--- src/rtl/pc_trace_uart.sv ---
// pc_trace_uart
//   Watches the CPU program counter, captures every new value into a small
//   FIFO and streams captured values out over a UART 8N1 line as 4-byte
//   big-endian words.
//
// Parameters
//   CLK_PER_BIT  clock cycles per UART bit (>= 2)
//   FIFO_AW      FIFO address width, depth = 2**FIFO_AW words of 32 bits
//
// Ports
//   clk       in   system clock, rising edge
//   rstn      in   asynchronous active-low reset
//   pc_       in   [31:0] program counter, sampled every cycle
//   txd       out  UART serial line, idle high, registered
//   busy      out  FIFO non-empty or a frame in flight
//   overflow  out  sticky: a capture was dropped on a full FIFO
//
// FSM states
//   state | meaning
//   IDLE  | line high, waiting for a FIFO entry to pop
//   START | start bit (0) of the current byte
//   DATA  | 8 data bits of the current byte, LSB first
//   STOP  | stop bit (1); then next byte of the word, or back to IDLE
module pc_trace_uart #(
  parameter int CLK_PER_BIT = 868,
  parameter int FIFO_AW     = 4
) (
  input  logic        clk,
  input  logic        rstn,
  input  logic [31:0] pc_,
  output logic        txd,
  output logic        busy,
  output logic        overflow
);

  localparam int DEPTH = 1 << FIFO_AW;
  localparam int BW    = (CLK_PER_BIT > 2) ? $clog2(CLK_PER_BIT) : 1;
  localparam logic [BW-1:0] BAUD_TC = BW'(CLK_PER_BIT - 1);

  typedef enum logic [1:0] {IDLE, START, DATA, STOP} state_t;

  state_t            state;
  logic [31:0]       last_pc;
  logic [31:0]       mem [DEPTH];
  logic [FIFO_AW:0]  wr_ptr;
  logic [FIFO_AW:0]  rd_ptr;
  logic              full;
  logic              empty;
  logic              push_req;
  logic              push;
  logic              pop;
  logic [31:0]       shreg;
  logic [1:0]        byte_idx;
  logic [2:0]        bit_idx;
  logic [BW-1:0]     baud;
  logic              baud_tc;
  logic [7:0]        cur_byte;

  // Full/empty come from registered pointers only, so a pop in the same
  // cycle never frees a slot for that cycle's push.
  assign empty    = (wr_ptr == rd_ptr);
  assign full     = (wr_ptr[FIFO_AW-1:0] == rd_ptr[FIFO_AW-1:0]) &&
                    (wr_ptr[FIFO_AW] != rd_ptr[FIFO_AW]);
  assign push_req = (pc_ != last_pc);
  assign push     = push_req && !full;
  assign pop      = (state == IDLE) && !empty;
  assign baud_tc  = (baud == BAUD_TC);
  assign busy     = (state != IDLE) || !empty;

  // Word goes out most significant byte first.
  always_comb begin
    cur_byte = shreg[31:24];
    case (byte_idx)
      2'd0: cur_byte = shreg[31:24];
      2'd1: cur_byte = shreg[23:16];
      2'd2: cur_byte = shreg[15:8];
      2'd3: cur_byte = shreg[7:0];
      default: cur_byte = shreg[31:24];
    endcase
  end

  // Capture side. last_pc follows pc_ even when the push is dropped, so a
  // dropped value is not retried on the next cycle.
  always_ff @(posedge clk or negedge rstn) begin
    if (!rstn) begin
      last_pc  <= 32'hFFFF_FFFF;
      wr_ptr   <= '0;
      overflow <= 1'b0;
    end else begin
      if (push_req) begin
        last_pc <= pc_;
      end
      if (push) begin
        wr_ptr <= wr_ptr + 1'b1;
      end
      if (push_req && full) begin
        overflow <= 1'b1;
      end
    end
  end

  always_ff @(posedge clk) begin
    if (push) begin
      mem[wr_ptr[FIFO_AW-1:0]] <= pc_;
    end
  end

  // Transmit FSM.
  always_ff @(posedge clk or negedge rstn) begin
    if (!rstn) begin
      state    <= IDLE;
      txd      <= 1'b1;
      rd_ptr   <= '0;
      shreg    <= '0;
      byte_idx <= '0;
      bit_idx  <= '0;
      baud     <= '0;
    end else begin
      case (state)
        IDLE: begin
          txd  <= 1'b1;
          baud <= '0;
          if (pop) begin
            shreg    <= mem[rd_ptr[FIFO_AW-1:0]];
            rd_ptr   <= rd_ptr + 1'b1;
            byte_idx <= '0;
            txd      <= 1'b0;
            state    <= START;
          end
        end
        START: begin
          if (baud_tc) begin
            baud    <= '0;
            bit_idx <= '0;
            txd     <= cur_byte[0];
            state   <= DATA;
          end else begin
            baud <= baud + 1'b1;
          end
        end
        DATA: begin
          if (baud_tc) begin
            baud <= '0;
            if (bit_idx == 3'd7) begin
              txd   <= 1'b1;
              state <= STOP;
            end else begin
              bit_idx <= bit_idx + 3'd1;
              txd     <= cur_byte[bit_idx + 3'd1];
            end
          end else begin
            baud <= baud + 1'b1;
          end
        end
        STOP: begin
          if (baud_tc) begin
            baud <= '0;
            if (byte_idx != 2'd3) begin
              byte_idx <= byte_idx + 2'd1;
              txd      <= 1'b0;
              state    <= START;
            end else begin
              state <= IDLE;
            end
          end else begin
            baud <= baud + 1'b1;
          end
        end
        default: begin
          state <= IDLE;
          txd   <= 1'b1;
          baud  <= '0;
        end
      endcase
    end
  end

endmodule

--- config.mk ---
export PLATFORM = sky130hd
export DESIGN_NAME = pc_trace_uart
export DESIGN_NICKNAME = d
export VERILOG_FILES = /design/src/rtl/pc_trace_uart.sv
export SDC_FILE = /design/constraint.sdc
export NUM_CORES = 1
export LEC_CHECK = 0
export CAP_MARGIN = 25
export CORE_ASPECT_RATIO = 0.5
export CORE_MARGIN = 5
export CORE_UTILIZATION = 50
export CTS_CLUSTER_DIAMETER = 100
export DETAILED_ROUTE_END_ITERATION = 8
export GPL_ROUTABILITY_DRIVEN = 0
export PLACE_DENSITY = 0.69
export SETUP_SLACK_MARGIN = 0.1
export SLEW_MARGIN = 15
export SYNTH_ARGS = -nofsm -noshare
export SYNTH_HDL_FRONTEND = slang
export SYNTH_SLANG_ARGS = --single-unit
--- constraint.sdc ---
create_clock -name clk -period 5.8 [get_ports clk]
set_input_delay 1.16 -clock clk [delete_from_list [all_inputs] [get_ports clk]]
set_output_delay 1.16 -clock clk [all_outputs]
set_load 0.1 [all_outputs]
==> Word level (Yosys, flattened, before mapping) <==
Memories as Yosys holds them, arrays and structs flattened. A register that Yosys moved wholly into a read port is not among the register bits.
Cells that the tools add are included.
{ "totals": {"mem_bits_rw": 512, "n_memories": 1, "output_inout_bits": 3, "register_bits": 61, "in_bits": 34} }
{ "op_classes": {"n_reduce_logical": 19, "order_cmp": 1, "eq_ne": 20, "n_addsub": 5, "n_mux": 29} }
{ "memory_table": {"columns": ["memory", "depth", "word_bits", "read_ports", "rd_ports_with_merged_regs", "write_ports", "line_no", "rtl"], "rows": [
  ["mem", 16, 32, 1, 1, 1, "44", "logic [31:0] mem [DEPTH];"]
]} }
{ "op_table": {"columns": ["operator", "n"], "rows": [
  ["!= test 32 bit", 1],
  ["case mux 8 bit (4 select lines)", 1],
  ["case mux 10 bit (2 select lines)", 1],
  ["2-to-1 mux 2 bit", 8],
  ["!= test 2 bit (second input constant)", 8],
  ["AND reduction 4 bit", 3],
  ["adder 10 x 1 -> 10 bit (second input constant)", 1],
  ["adder 5 x 1 -> 5 bit (second input constant)", 2],
  ["equality test 10 bit (second input constant)", 1],
  ["2-to-1 mux 1 bit", 10],
  ["2-to-1 mux 10 bit", 1],
  ["2-to-1 mux 3 bit", 3],
  ["equality test 2 bit (second input constant)", 4],
  ["case mux 2 bit (4 select lines)", 1],
  ["case mux 3 bit (2 select lines)", 1],
  ["nonzero test 2 bit", 3],
  ["equality test 5 bit", 1],
  ["AND reduction 5 bit", 1],
  ["equality test 2 x 1 -> 1 bit (second input constant)", 2],
  ["equality test 4 bit", 1],
  ["logical AND 1 bit", 4],
  ["logical NOT 2 bit", 2],
  ["less-than comparator 3 x 4 -> 1 bit (second input constant)", 1],
  ["case mux 1 bit (4 select lines)", 1],
  ["other kinds (10)", 12]
]} }

==> Longest topological paths before layout <==
{ "logic_depth": {"word_depth": 7, "ltp_mapped": 8, "mapped_depth_nobuf": 7} }

==> Least setup slack after synthesis <==
No wires, ideal clock.
{ "synth_timing": {"path_type": "input-to-reg", "startpoint": "in pc_[26]", "endpoint": "mem mem[0][0], enable pin", "stages": 5, "slack_ns": 0.226, "arrival_ns": 5.062, "path_buffers": 0, "setup_ns": 0.513, "cell_sequence": "xor2_1 -> nor4_1 -> nand4_1 -> o21ai_2 -> nor4b_1"} }
{ "synth_between": {"elab_chain_cells": 4} }
{ "synth_rtl": {"columns": ["element", "line_no", "rtl"], "rows": [
  ["from (decl)", "30", "input logic [31:0] pc_,"],
  ["!= test 32 bit", "64", "assign push_req = (pc_ != last_pc);"],
  ["logical AND 1 bit", "65", "assign push = push_req && !full;"],
  ["2-to-1 mux 1 bit", "103", "if (push) begin"],
  ["2-to-1 mux 1 bit (not written as such)", "104", "mem[wr_ptr[FIFO_AW-1:0]] <= pc_;"],
  ["to (decl)", "44", null]
]} }
Every way passes these cells.

==> Worst setup path in the final report <==
{ "layout_timing": {"startpoint": "in pc_[9]", "endpoint": "mem mem[8][8], enable pin"} }
Same word-level chain as after synthesis.

==> metrics.md <==
| Metric | Value |
|---|---|
| Outcome | finished, final reports clean |
| Rows | 56 |
| Area Overhead vs Synth | 12.5% |
| Clk buf depth | 3 |
| R2R cell count | 5 |
| Worst-margin pin slew | 972 ps |
| CTS Buf Count | 52 |
| Post-detail-place hpwl | 29.7 mm |
| Hold Crit Depth | 1 |
| Vias per cell | 6.07 |
| Pre-CTS WS | 910 ps |
| Post-CTS setup buffers | 0 |
| Initial Utilization | 0.506 |
| Hold Fails Final Rpt | 0 |
| CP max stage cell | clkdlybuf4s50_1 |
| CP dominant cell by count | buf_4 |
| Comb pwr share | 0.190 |
| Htree depth | 2 |
| Core ar. | 46,900 um2 |
| Fraction of layout cells with a size suffix above 1 | 0.310 |
| Initial DRC Count | 1,301 |
| Highest clock rate | 225 MHz |
| Final setup margin | 1360 ps |
| Clk root buf | clkbuf_16 |
| Vias | 11,200 |
| Final #Nets | 1,216 |
| Post-Route Setup TNS | 0 ps |
| Worst Path Arrival | 4690 ps |
| N_diodes | 0 |
| CP Class | primary input to register |
| Flops & latches, synth | 605 |
| Required @ worst endpoint | 6050 ps |
| Worst vdd ir | 285 uV |
| Setup Viol. Count Final | 0 |
| Num Clock Sinks | 605 |
| Synth Flop Type | edfxtp_1 |
| First-pass GRT wire length | 75.8 mm |
| Syn Inst Count | 1,113 |
| Die Y | 164 um |
| Total wire length | 50.4 mm |
| Total congestion overflow | 0 |
| # port buffers | 36 |
| Cts hold-fix bufs | 0 |
| Clk_lat worst skew | 580 ps |
| YS warnings | 0 |
| Final worst path period need | 4440 ps |
| Vias in the first global route | 11,500 |
| Reg clk slew, reported paths | 60 ps |
| Post_cts resized | 0 |
| Die ar. | 52,200 um2 |
| Synth async-reset ratio | 0.154 |
| Final Max Slew Viols | 0 |
| Fill count | 3,414 |
| Leakage | 0.00867 uW |
| Syn nets | 1,164 |
| Fin crit share | 0.765 |
| Maximum capacitance violations | 0 |
| Sw Share | 0.248 |
| Mapped cell area | 23,800 um2 |
| Gr usage total | 0.196 |
| Power Density | 395 nW/um2 |
| Routed len/inst | 27.3 um |
| RSZ-0062 raised after global routing | false |
| Drt pass-1 iters | 5 |
| Startpoint Class | primary input |
| Delay of the slowest critical-path stage | 810 ps |
| Int Pwr | 7950 uW |
| Register area share after synthesis | 0.747 |
| Initial antenna violation count | 0 |
| Synth cell types | 52 |
| Die X | 318 um |
| DRC errors left | 0 |
| Crit-path max FO | 32 |
| Clock power frac | 0.332 |
| Register Area | 17,800 um2 |
| Setup Skew | 19.7 ps |
| CP endpoint kind | register |
| Reg power frac | 0.478 |
| Multi-input logic area | 5630 um2 |
| # IOs | 37 |
| Cells along the critical path | clkdlybuf4s50_1, xor2_1, nor4_1, nand4_1, o21ai_2, buf_4, nor4b_2, buf_4 |
| Number of enable flip-flop cells after synthesis | 512 |
| Switching pwr | 2620 uW |
| CTS tree | yes |
| Largest net degree at the start of global routing | 64 |
| HP Class | register to register |
| Synthesized area per cell | 21.3 um2 |
| Antenna Nets Post-Route | 0 |
| Max-Slew Margin vs Limit | 0.350 |
-- worst paths after layout --
kind / from / end / slack [ps]
max in group asynchronous: rstn / rd_ptr[0]$_DFFE_PN0P_ / 4020
worst min-delay path: baud[0]$_DFF_PN0_ / baud[0]$_DFF_PN0_ / 500
worst max-delay path: pc_[9] / mem[8][8]$_DFFE_PP_ / 1360
worst min register to register: baud[0]$_DFF_PN0_ / baud[0]$_DFF_PN0_ / 500
min in group asynchronous: rstn / state[0]$_DFFE_PN0P_ / 520
worst max register to register: rd_ptr[0]$_DFFE_PN0P_ / shreg[15]$_DFFE_PN0P_ / 2170
-- cell usage after synthesis, drive strengths merged, types with 3 or more instances --
master / count / share of area
ha: 17 / 0.0090
a211oi: 4 / 0.0013
a22oi: 6 / 0.0019
nor3: 8 / 0.0017
xor2: 40 / 0.015
nand2: 18 / 0.0028
o21ai: 8 / 0.0018
a2111oi: 3 / 0.0011
nor4: 18 / 0.0050
a21oi: 5 / 0.0011
nor2: 13 / 0.0021
o211ai: 5 / 0.0016
mux2i: 3 / 0.0013
buf: 25 / 0.0080
dfstp: 33 / 0.036
clkbuf: 60 / 0.0095
inv: 20 / 0.0032
nand3: 4 / 0.00084
nor2b: 6 / 0.0016
a222oi: 4 / 0.0017
dfrtp: 60 / 0.063
xnor2: 13 / 0.0048
mux2: 32 / 0.015
nand4: 6 / 0.0016
mux4: 160 / 0.15
edfxtp: 512 / 0.65
-- placed cells by master, fill, tap and decap left out, drive strengths merged, types with 3 or more instances in the layout --
master	instances
edfxtp	512
clkinv	17
dfrtp	60
buf	48
nand2	18
clkbuf	73
mux2i	3
clkdlybuf4s50	35
mux4	160
nor2b	6
a2111oi	3
o21ai	8
nor3	8
dfstp	33
nor2	13
xor2	40
bufinv	5
mux2	32
nor4	18
a211oi	4
a222oi	4
inv	20
xnor2	13
a22oi	6
nand4	6
a21oi	5
ha	17
o211ai	5
nand3	4
-- worst max-delay path: cells and delay by family --
kind                      cells  cell delay [ps]
buffers and inverters         3             1440
and+or+nand+nor               3             1110
AOI/OAI and AO/OA             1              770
xor gates and xnor gates      1              160
-- routing by layer --
layer | vias up | track usage | wire length [um]
met2 | 452 | 0.307 | 23800
li1 | 4634 | - | -
met5 | - | 0 | 0
met4 | 0 | 0.0328 | 504
met1 | 6075 | 0.302 | 22600
met3 | 42 | 0.0307 | 3470
-- stage by stage --
stage	area [um2]	std cells	hold slack [ps]	util	power [uW]
2_1_floorplan	23800	1113	446	-	6530
3_3_place_gp	24900	1747	466	0.531	7110
5_1_grt	26700	1845	517	0.569	11000
3_5_place_dp	25000	1748	479	0.532	7150
6_report	26700	1845	502	0.569	10600
4_1_cts	26700	1844	498	0.569	10600
-- cell type report --
| type | count | share of cell area |
|---|---|---|
| clock buffers | 73 | 0.0558 |
| flip-flops and latches | 605 | 0.664 |
| repair buffers | 83 | 0.0278 |
| inverters | 20 | 0.00281 |
| multi-input cells | 403 | 0.211 |
| well taps | 638 | 0.0299 |
| clock inverters | 23 | 0.00899 |
-- flip-flops by register name, summed over array words and instances (netlist names) --
| signal | count |
|---|---|
| bit_idx | 3 |
| mem | 512 |
| overflow | 1 |
| byte_idx | 2 |
| baud | 10 |
| last_pc | 32 |
| txd | 1 |
| shreg | 32 |
| state | 2 |
| wr_ptr | 5 |
| rd_ptr | 5 |
-- cell families after synthesis --
logic type | Yosys count | synth area share
flops | 605 | 0.747
mux | 195 | 0.168
buf+inv | 105 | 0.0206
simple gates | 85 | 0.0194
compound gates | 53 | 0.0166
xor+xnor | 53 | 0.0195
fa+ha+maj | 17 | 0.00895
-- power by group through the flow --
| stage | clock [uW] | sequential [uW] | combinational [uW] |
|---|---|---|---|
| final | 3510 | 5050 | 2010 |
| after CTS | 3560 | 5050 | 2020 |
| after floorplan | 0 | 5100 | 1430 |
| after global placement | 0 | 5130 | 1980 |
| after global routing | 3770 | 5060 | 2150 |
| after detailed placement | 0 | 5140 | 2010 |
No activity file was read; power rests on OpenSTA's default activity.
